File: config.mk
export PLATFORM = sky130hd
export DESIGN_NAME = panel_pattern_gen_flat
export DESIGN_NICKNAME = d
export VERILOG_FILES = /design/src/rtl/panel_pattern_gen_if.sv /design/src/rtl/panel_pattern_gen.sv /design/src/flat_wrapper.sv
export SDC_FILE = /design/constraint.sdc
export NUM_CORES = 1
export LEC_CHECK = 0
export CORE_MARGIN = 2
export CORE_UTILIZATION = 30
export DETAILED_ROUTE_END_ITERATION = 16
export PLACE_DENSITY_LB_ADDON = 0.2
export REMOVE_ABC_BUFFERS = 1
export SYNTH_ARGS = -nofsm -noshare
export SYNTH_HDL_FRONTEND = slang
export SYNTH_SLANG_ARGS = --single-unit
File: constraint.sdc
create_clock -name iCLK -period 3.6 [get_ports iCLK]
set_input_delay 0.36 -clock iCLK [delete_from_list [all_inputs] [get_ports iCLK]]
set_output_delay 0.36 -clock iCLK [all_outputs]
set_load 0.05 [all_outputs]
File: src/rtl/panel_pattern_gen_if.sv
// Pixel-bus bundle between the pattern generator and its consumer.
// The master side drives the controls; the slave side (the generator) drives timing and pixels.
interface panel_pattern_gen_if #(
  parameter int PORTS = 4,
  parameter int CW    = 8
);
  logic                    iEN;
  logic [2:0]              iMODE;
  logic                    iMODE_LOAD;
  logic                    iSTEP;
  logic                    oHS;
  logic                    oVS;
  logic                    oDE;
  logic [PORTS*3*CW-1:0]   oPIX;
  logic [2:0]              oMODE;
  logic                    oFRAME_START;

  modport master (
    output iEN, iMODE, iMODE_LOAD, iSTEP,
    input  oHS, oVS, oDE, oPIX, oMODE, oFRAME_START
  );

  modport slave (
    input  iEN, iMODE, iMODE_LOAD, iSTEP,
    output oHS, oVS, oDE, oPIX, oMODE, oFRAME_START
  );
endinterface

File: src/rtl/panel_pattern_gen.sv
// Panel timing (HS/VS/DE) and PORTS-wide test-pattern generator; the pattern
// mode only changes on frame boundaries.
module panel_pattern_gen #(
  parameter int H_ACTIVE = 1920,
  parameter int H_FP     = 48,
  parameter int H_SYNC   = 32,
  parameter int H_BP     = 80,
  parameter int V_ACTIVE = 1080,
  parameter int V_FP     = 3,
  parameter int V_SYNC   = 5,
  parameter int V_BP     = 23,
  parameter int PORTS    = 4,
  parameter int CW       = 8
) (
  input logic              iCLK,
  input logic              iRESET,
  panel_pattern_gen_if.slave bus
);
  localparam int HT  = (H_ACTIVE + H_FP + H_SYNC + H_BP) / PORTS;
  localparam int VT  = V_ACTIVE + V_FP + V_SYNC + V_BP;
  localparam int HW  = (HT > 1) ? $clog2(HT) : 1;
  localparam int VW  = (VT > 1) ? $clog2(VT) : 1;
  localparam int HDE = H_ACTIVE / PORTS;
  localparam int HS0 = (H_ACTIVE + H_FP) / PORTS;
  localparam int HS1 = (H_ACTIVE + H_FP + H_SYNC) / PORTS;
  localparam int VS0 = V_ACTIVE + V_FP;
  localparam int VS1 = V_ACTIVE + V_FP + V_SYNC;
  localparam int XW0 = $clog2(HT * PORTS) + 1;
  localparam int XW1 = (XW0 > CW) ? XW0 : CW;
  localparam int XW  = (XW1 > 4) ? XW1 : 4;
  localparam int PW  = PORTS * 3 * CW;

  logic [HW-1:0] hcReg;
  logic [VW-1:0] vcReg;
  logic [2:0]    pendReg;
  logic [2:0]    modeReg;
  logic          atOrigin;
  logic [2:0]    modeNext;
  logic          deNext;
  logic          hsNext;
  logic          vsNext;
  logic          yBit3;
  logic [PW-1:0] pixNext;

  // Outputs are registered from the counter state, so the mode being latched at
  // (0,0) must already drive the pixels computed in that same cycle.
  assign atOrigin = (hcReg == '0) && (vcReg == '0);
  assign modeNext = atOrigin ? pendReg : modeReg;
  assign deNext   = (int'(hcReg) < HDE) && (int'(vcReg) < V_ACTIVE);
  assign hsNext   = (int'(hcReg) >= HS0) && (int'(hcReg) < HS1);
  assign vsNext   = (int'(vcReg) >= VS0) && (int'(vcReg) < VS1);
  assign yBit3    = ((int'(vcReg) >> 3) & 1) != 0;

  for (genvar gi = 0; gi < PORTS; gi++) begin : gPix
    logic [XW-1:0]   x;
    logic [XW+2:0]   barQ;
    logic [2:0]      bar;
    logic [2:0]      rgb;
    logic [3*CW-1:0] px;

    assign x    = XW'(hcReg) * XW'(PORTS) + XW'(gi);
    assign barQ = {x, 3'b000} / (XW+3)'(H_ACTIVE);
    assign bar  = (barQ > (XW+3)'(7)) ? 3'd7 : barQ[2:0];

    always_comb begin
      rgb = 3'b000;
      case (modeNext)
        3'd1: rgb = 3'b111;
        3'd2: rgb = 3'b100;
        3'd3: rgb = 3'b010;
        3'd4: rgb = 3'b001;
        3'd5: begin
          // white, yellow, cyan, green, magenta, red, blue, black
          case (bar)
            3'd0:    rgb = 3'b111;
            3'd1:    rgb = 3'b110;
            3'd2:    rgb = 3'b011;
            3'd3:    rgb = 3'b010;
            3'd4:    rgb = 3'b101;
            3'd5:    rgb = 3'b100;
            3'd6:    rgb = 3'b001;
            default: rgb = 3'b000;
          endcase
        end
        3'd7:    rgb = (x[3] ^ yBit3) ? 3'b111 : 3'b000;
        default: rgb = 3'b000;
      endcase
      if (modeNext == 3'd6) px = {3{x[CW-1:0]}};
      else                  px = {{CW{rgb[2]}}, {CW{rgb[1]}}, {CW{rgb[0]}}};
    end

    assign pixNext[gi*3*CW +: 3*CW] = px;
  end

  assign bus.oMODE = modeReg;

  always_ff @(posedge iCLK or posedge iRESET) begin
    if (iRESET) begin
      hcReg            <= '0;
      vcReg            <= '0;
      pendReg          <= '0;
      modeReg          <= '0;
      bus.oHS          <= 1'b0;
      bus.oVS          <= 1'b0;
      bus.oDE          <= 1'b0;
      bus.oPIX         <= '0;
      bus.oFRAME_START <= 1'b0;
    end else begin
      if (bus.iMODE_LOAD)  pendReg <= bus.iMODE;
      else if (bus.iSTEP)  pendReg <= pendReg + 3'd1;

      if (bus.iEN) begin
        modeReg <= modeNext;
        if (hcReg == HW'(HT - 1)) begin
          hcReg <= '0;
          if (vcReg == VW'(VT - 1)) vcReg <= '0;
          else                      vcReg <= vcReg + VW'(1);
        end else begin
          hcReg <= hcReg + HW'(1);
        end
        bus.oHS          <= hsNext;
        bus.oVS          <= vsNext;
        bus.oDE          <= deNext;
        bus.oPIX         <= deNext ? pixNext : '0;
        bus.oFRAME_START <= atOrigin;
      end else begin
        // Parked at the origin so re-enabling always begins a fresh frame.
        hcReg            <= '0;
        vcReg            <= '0;
        bus.oHS          <= 1'b0;
        bus.oVS          <= 1'b0;
        bus.oDE          <= 1'b0;
        bus.oPIX         <= '0;
        bus.oFRAME_START <= 1'b0;
      end
    end
  end
endmodule
File: src/flat_wrapper.sv
// flat-port wrapper written by rule: the top's interface ports become plain ports
module panel_pattern_gen_flat 
#(
  parameter int H_ACTIVE = 1920,
  parameter int H_FP     = 48,
  parameter int H_SYNC   = 32,
  parameter int H_BP     = 80,
  parameter int V_ACTIVE = 1080,
  parameter int V_FP     = 3,
  parameter int V_SYNC   = 5,
  parameter int V_BP     = 23,
  parameter int PORTS    = 4,
  parameter int CW       = 8
)
  (iCLK, iRESET, bus_iEN, bus_iMODE, bus_iMODE_LOAD, bus_iSTEP, bus_oHS, bus_oVS, bus_oDE, bus_oPIX, bus_oMODE, bus_oFRAME_START);
  panel_pattern_gen_if #(.PORTS(PORTS), .CW(CW)) bus_i ();
  input logic iCLK;
  input logic iRESET;
  input wire logic [$bits(bus_i.iEN)-1:0] bus_iEN;
  input wire logic [$bits(bus_i.iMODE)-1:0] bus_iMODE;
  input wire logic [$bits(bus_i.iMODE_LOAD)-1:0] bus_iMODE_LOAD;
  input wire logic [$bits(bus_i.iSTEP)-1:0] bus_iSTEP;
  output wire logic [$bits(bus_i.oHS)-1:0] bus_oHS;
  output wire logic [$bits(bus_i.oVS)-1:0] bus_oVS;
  output wire logic [$bits(bus_i.oDE)-1:0] bus_oDE;
  output wire logic [$bits(bus_i.oPIX)-1:0] bus_oPIX;
  output wire logic [$bits(bus_i.oMODE)-1:0] bus_oMODE;
  output wire logic [$bits(bus_i.oFRAME_START)-1:0] bus_oFRAME_START;
  assign bus_i.iEN = bus_iEN;
  assign bus_i.iMODE = bus_iMODE;
  assign bus_i.iMODE_LOAD = bus_iMODE_LOAD;
  assign bus_i.iSTEP = bus_iSTEP;
  assign bus_oHS = bus_i.oHS;
  assign bus_oVS = bus_i.oVS;
  assign bus_oDE = bus_i.oDE;
  assign bus_oPIX = bus_i.oPIX;
  assign bus_oMODE = bus_i.oMODE;
  assign bus_oFRAME_START = bus_i.oFRAME_START;
  panel_pattern_gen #(.H_ACTIVE(H_ACTIVE), .H_FP(H_FP), .H_SYNC(H_SYNC), .H_BP(H_BP), .V_ACTIVE(V_ACTIVE), .V_FP(V_FP), .V_SYNC(V_SYNC), .V_BP(V_BP), .PORTS(PORTS), .CW(CW)) u_core (.iCLK(iCLK), .iRESET(iRESET), .bus(bus_i));
endmodule
==> metrics <==
initial cell density of the core=0.307; crit start category=flop; Hold WC Path Type=in -> async; RePlAce Congestion=0.817; setup tns final=0 ns; initial antenna violation count=0; CTS Root Cell=clkbuf_16; Avg WL per Cell=14.3 um; number of I/O port buffers=110; gr usage total=0.131; Setup Skew=0.0113 ns; Initial DRT Pass Iterations=4; crit share post-route=0.839; final hold vios=0; final slew viol count=0; worst slack, placed=0.594 ns; count of cell types in the netlist=61; CTS Hold Bufs=0; Cell Rows=45; largest net degree at the start of global routing=66; routed wire length=10.4 mm; Worst Setup End Kind=flop; Worst-Skew Late Latency=0.35 ns; syn avg cell area=10.4 um^2; initial drt markers=183; Crit path required time=3.81 ns; Power Density=769 nW/um^2; die area=16600 um^2; Synth area leader=dfrtp_1; share of cells above drive strength 1=0.0912; Chip Height=129 um; Post-DRT Antenna Nets=0; most frequent cells in the layout=clkdlybuf4s50_1 (110), dfrtp_1 (100), nor2_1 (71); critical path fanouts, max=18; vias in the first global route=3293; fill cell count=1447; worst-margin pin slew=0.758 ns; max cap viols=0; asr flop ratio synth=1.00; commonest non-fill, non-tap cell in the layout=clkdlybuf4s50_1; fmax=0.331 GHz; n_diodes=0; Post-CTS Resized=0; # H-tree levels=3; status=complete, no violations; maximum vdd ir drop=0.296 mV; first-pass GRT wire length=16.9 mm; Placement Cell Area=5770 um^2; CTS Buf Count=9; chip width=129 um; clk sink count=100; Yosys reg bits=100; post-layout util=0.399; Post-layout nets=546; Crit Path Class=reg -> reg; Setup Fix Bufs, Post-CTS=0; crit-path most repeated cell=nor2_1; Data arrival, critical path=3.23 ns; Syn-to-layout area delta=30.0%; io pins=111; Yosys Warn Count=0; CTS tree=done; Synth Instances=451; design area=6070 um^2; slowest stage cell, crit path=dfrtp_1; RSZ-0062 raised after global routing=false; EDFF count, synth=0; min cycle time layout=3.02 ns; vias=3467; DRC Markers=0; Synth Flop Type=dfrtp_1; cell chain of the critical path=nor3_2 > nand4_2 > nor2_8 > mux2i_1 > nand2b_1 > nor2_1 > nor2_1; Netlist Area Pre-Place=4670 um^2; Max-slew headroom=0.495; final setup fails=0; post-synthesis sequential area ratio=0.536; CTS max path bufs=2; leakage power=2.70 nW; HPWL after detailed placement=7.58 mm; vias per cell=4.78; worst stage delay on the critical path=0.57 ns; setup ws final=0.580 ns; core area=15200 um^2; largest cells by area after synthesis=dfrtp_1 (54%), nor2_1 (5.7%), buf_4 (4.8%), o21ai_0 (2.5%), o21a_1 (2.3%); Synth top area share=0.536; total congestion overflow=0; Clock transition at path regs=0.07 ns
-- critical path: cells and delay by family, from the launching register on --
kind / cells / cell delay, ns
flops: 1 / 0.57
mux: 1 / 0.33
simple gates: 6 / 1.96
-- routing by layer --
| metal | share of wire | global-route usage |
|---|---|---|
| met1 | 0.46 | 0.172 |
| met2 | 0.46 | 0.206 |
| met3 | 0.060 | 0.0420 |
| met4 | 0.015 | 0.0435 |
| met5 | 0 | 0 |
-- power by group --
group          leakage, nW  total [mW]  switching (mW)  internal, mW
sequential            1.32        1.47           0.114          1.36
combinational         1.24        2.21            1.53         0.684
clock                0.145       0.985           0.439         0.547
-- stage by stage --
step           instances  power [mW]  hold slack [ns]
3_5_place_dp         709        3.73            0.502
2_1_floorplan        399        2.94            0.467
6_report             725        4.67            0.507
3_3_place_gp         709        3.72            0.495
4_1_cts              725        4.72            0.514
5_1_grt              725        4.88            0.557
-- synthesized netlist by cell type, types with 9 or more instances --
library cell and instances:
inv_1 10, o21a_1 14, nand2b_1 11, nand3_1 15, and3_1 10, nand2_1 24, a21oi_1 9, buf_2 10
clkbuf_1 9, dfrtp_1 100, xnor2_1 11, o21ai_0 23, nor2_1 71, buf_4 30
-- state kept, by name (all words and copies together) (netlist names) --
name                     cells
u_core.vcReg                11
u_core.bus.oVS               1
u_core.bus.oHS               1
u_core.hcReg                10
u_core.pendReg               3
u_core.bus.oMODE             3
u_core.bus.oDE               1
u_core.bus.oPIX             69
u_core.bus.oFRAME_START      1
-- kinds of logic (layout without fill, tap and decap cells) --
group,Yosys count,after routing,share of synthesized area
AND/OR/NAND/NOR,171,171,0.190
flip-flops,100,100,0.536
AO/OA/AOI/OAI,81,81,0.120
buffers and inverters,65,151,0.0807
XOR/XNOR,16,16,0.0300
multiplexers,11,11,0.0247
adder cells (fa/ha/maj),7,7,0.0182
-- final cells by class --
type / count / area, um^2 / area share
clock buffer: 10 / 229 / 0.0377
clock inverter: 6 / 71.3 / 0.0118
inverter: 13 / 51.3 / 0.00845
multi-input combinational: 286 / 1790 / 0.295
sequential: 100 / 2500 / 0.412
tap: 188 / 235 / 0.0388
timing repair buffer: 122 / 1190 / 0.196
-- path summary, 6_finish.rpt --
path                            startpoint                   to  slack, ns  depth (start not counted)
setup / recovery           u_core.hcReg[7]  u_core.bus.oPIX[10]       0.58                          7
hold / removal                      iRESET  u_core.bus.oPIX[73]       0.51                          2
setup reg to reg           u_core.hcReg[7]  u_core.bus.oPIX[10]       0.58                          7
hold reg to reg            u_core.hcReg[0]      u_core.hcReg[0]       0.52                          1
max in group asynchronous           iRESET  u_core.bus.oPIX[94]       2.34                          3
min in group iCLK          u_core.hcReg[0]      u_core.hcReg[0]       0.52                          1
No activity file was read; power rests on OpenSTA's default activity.
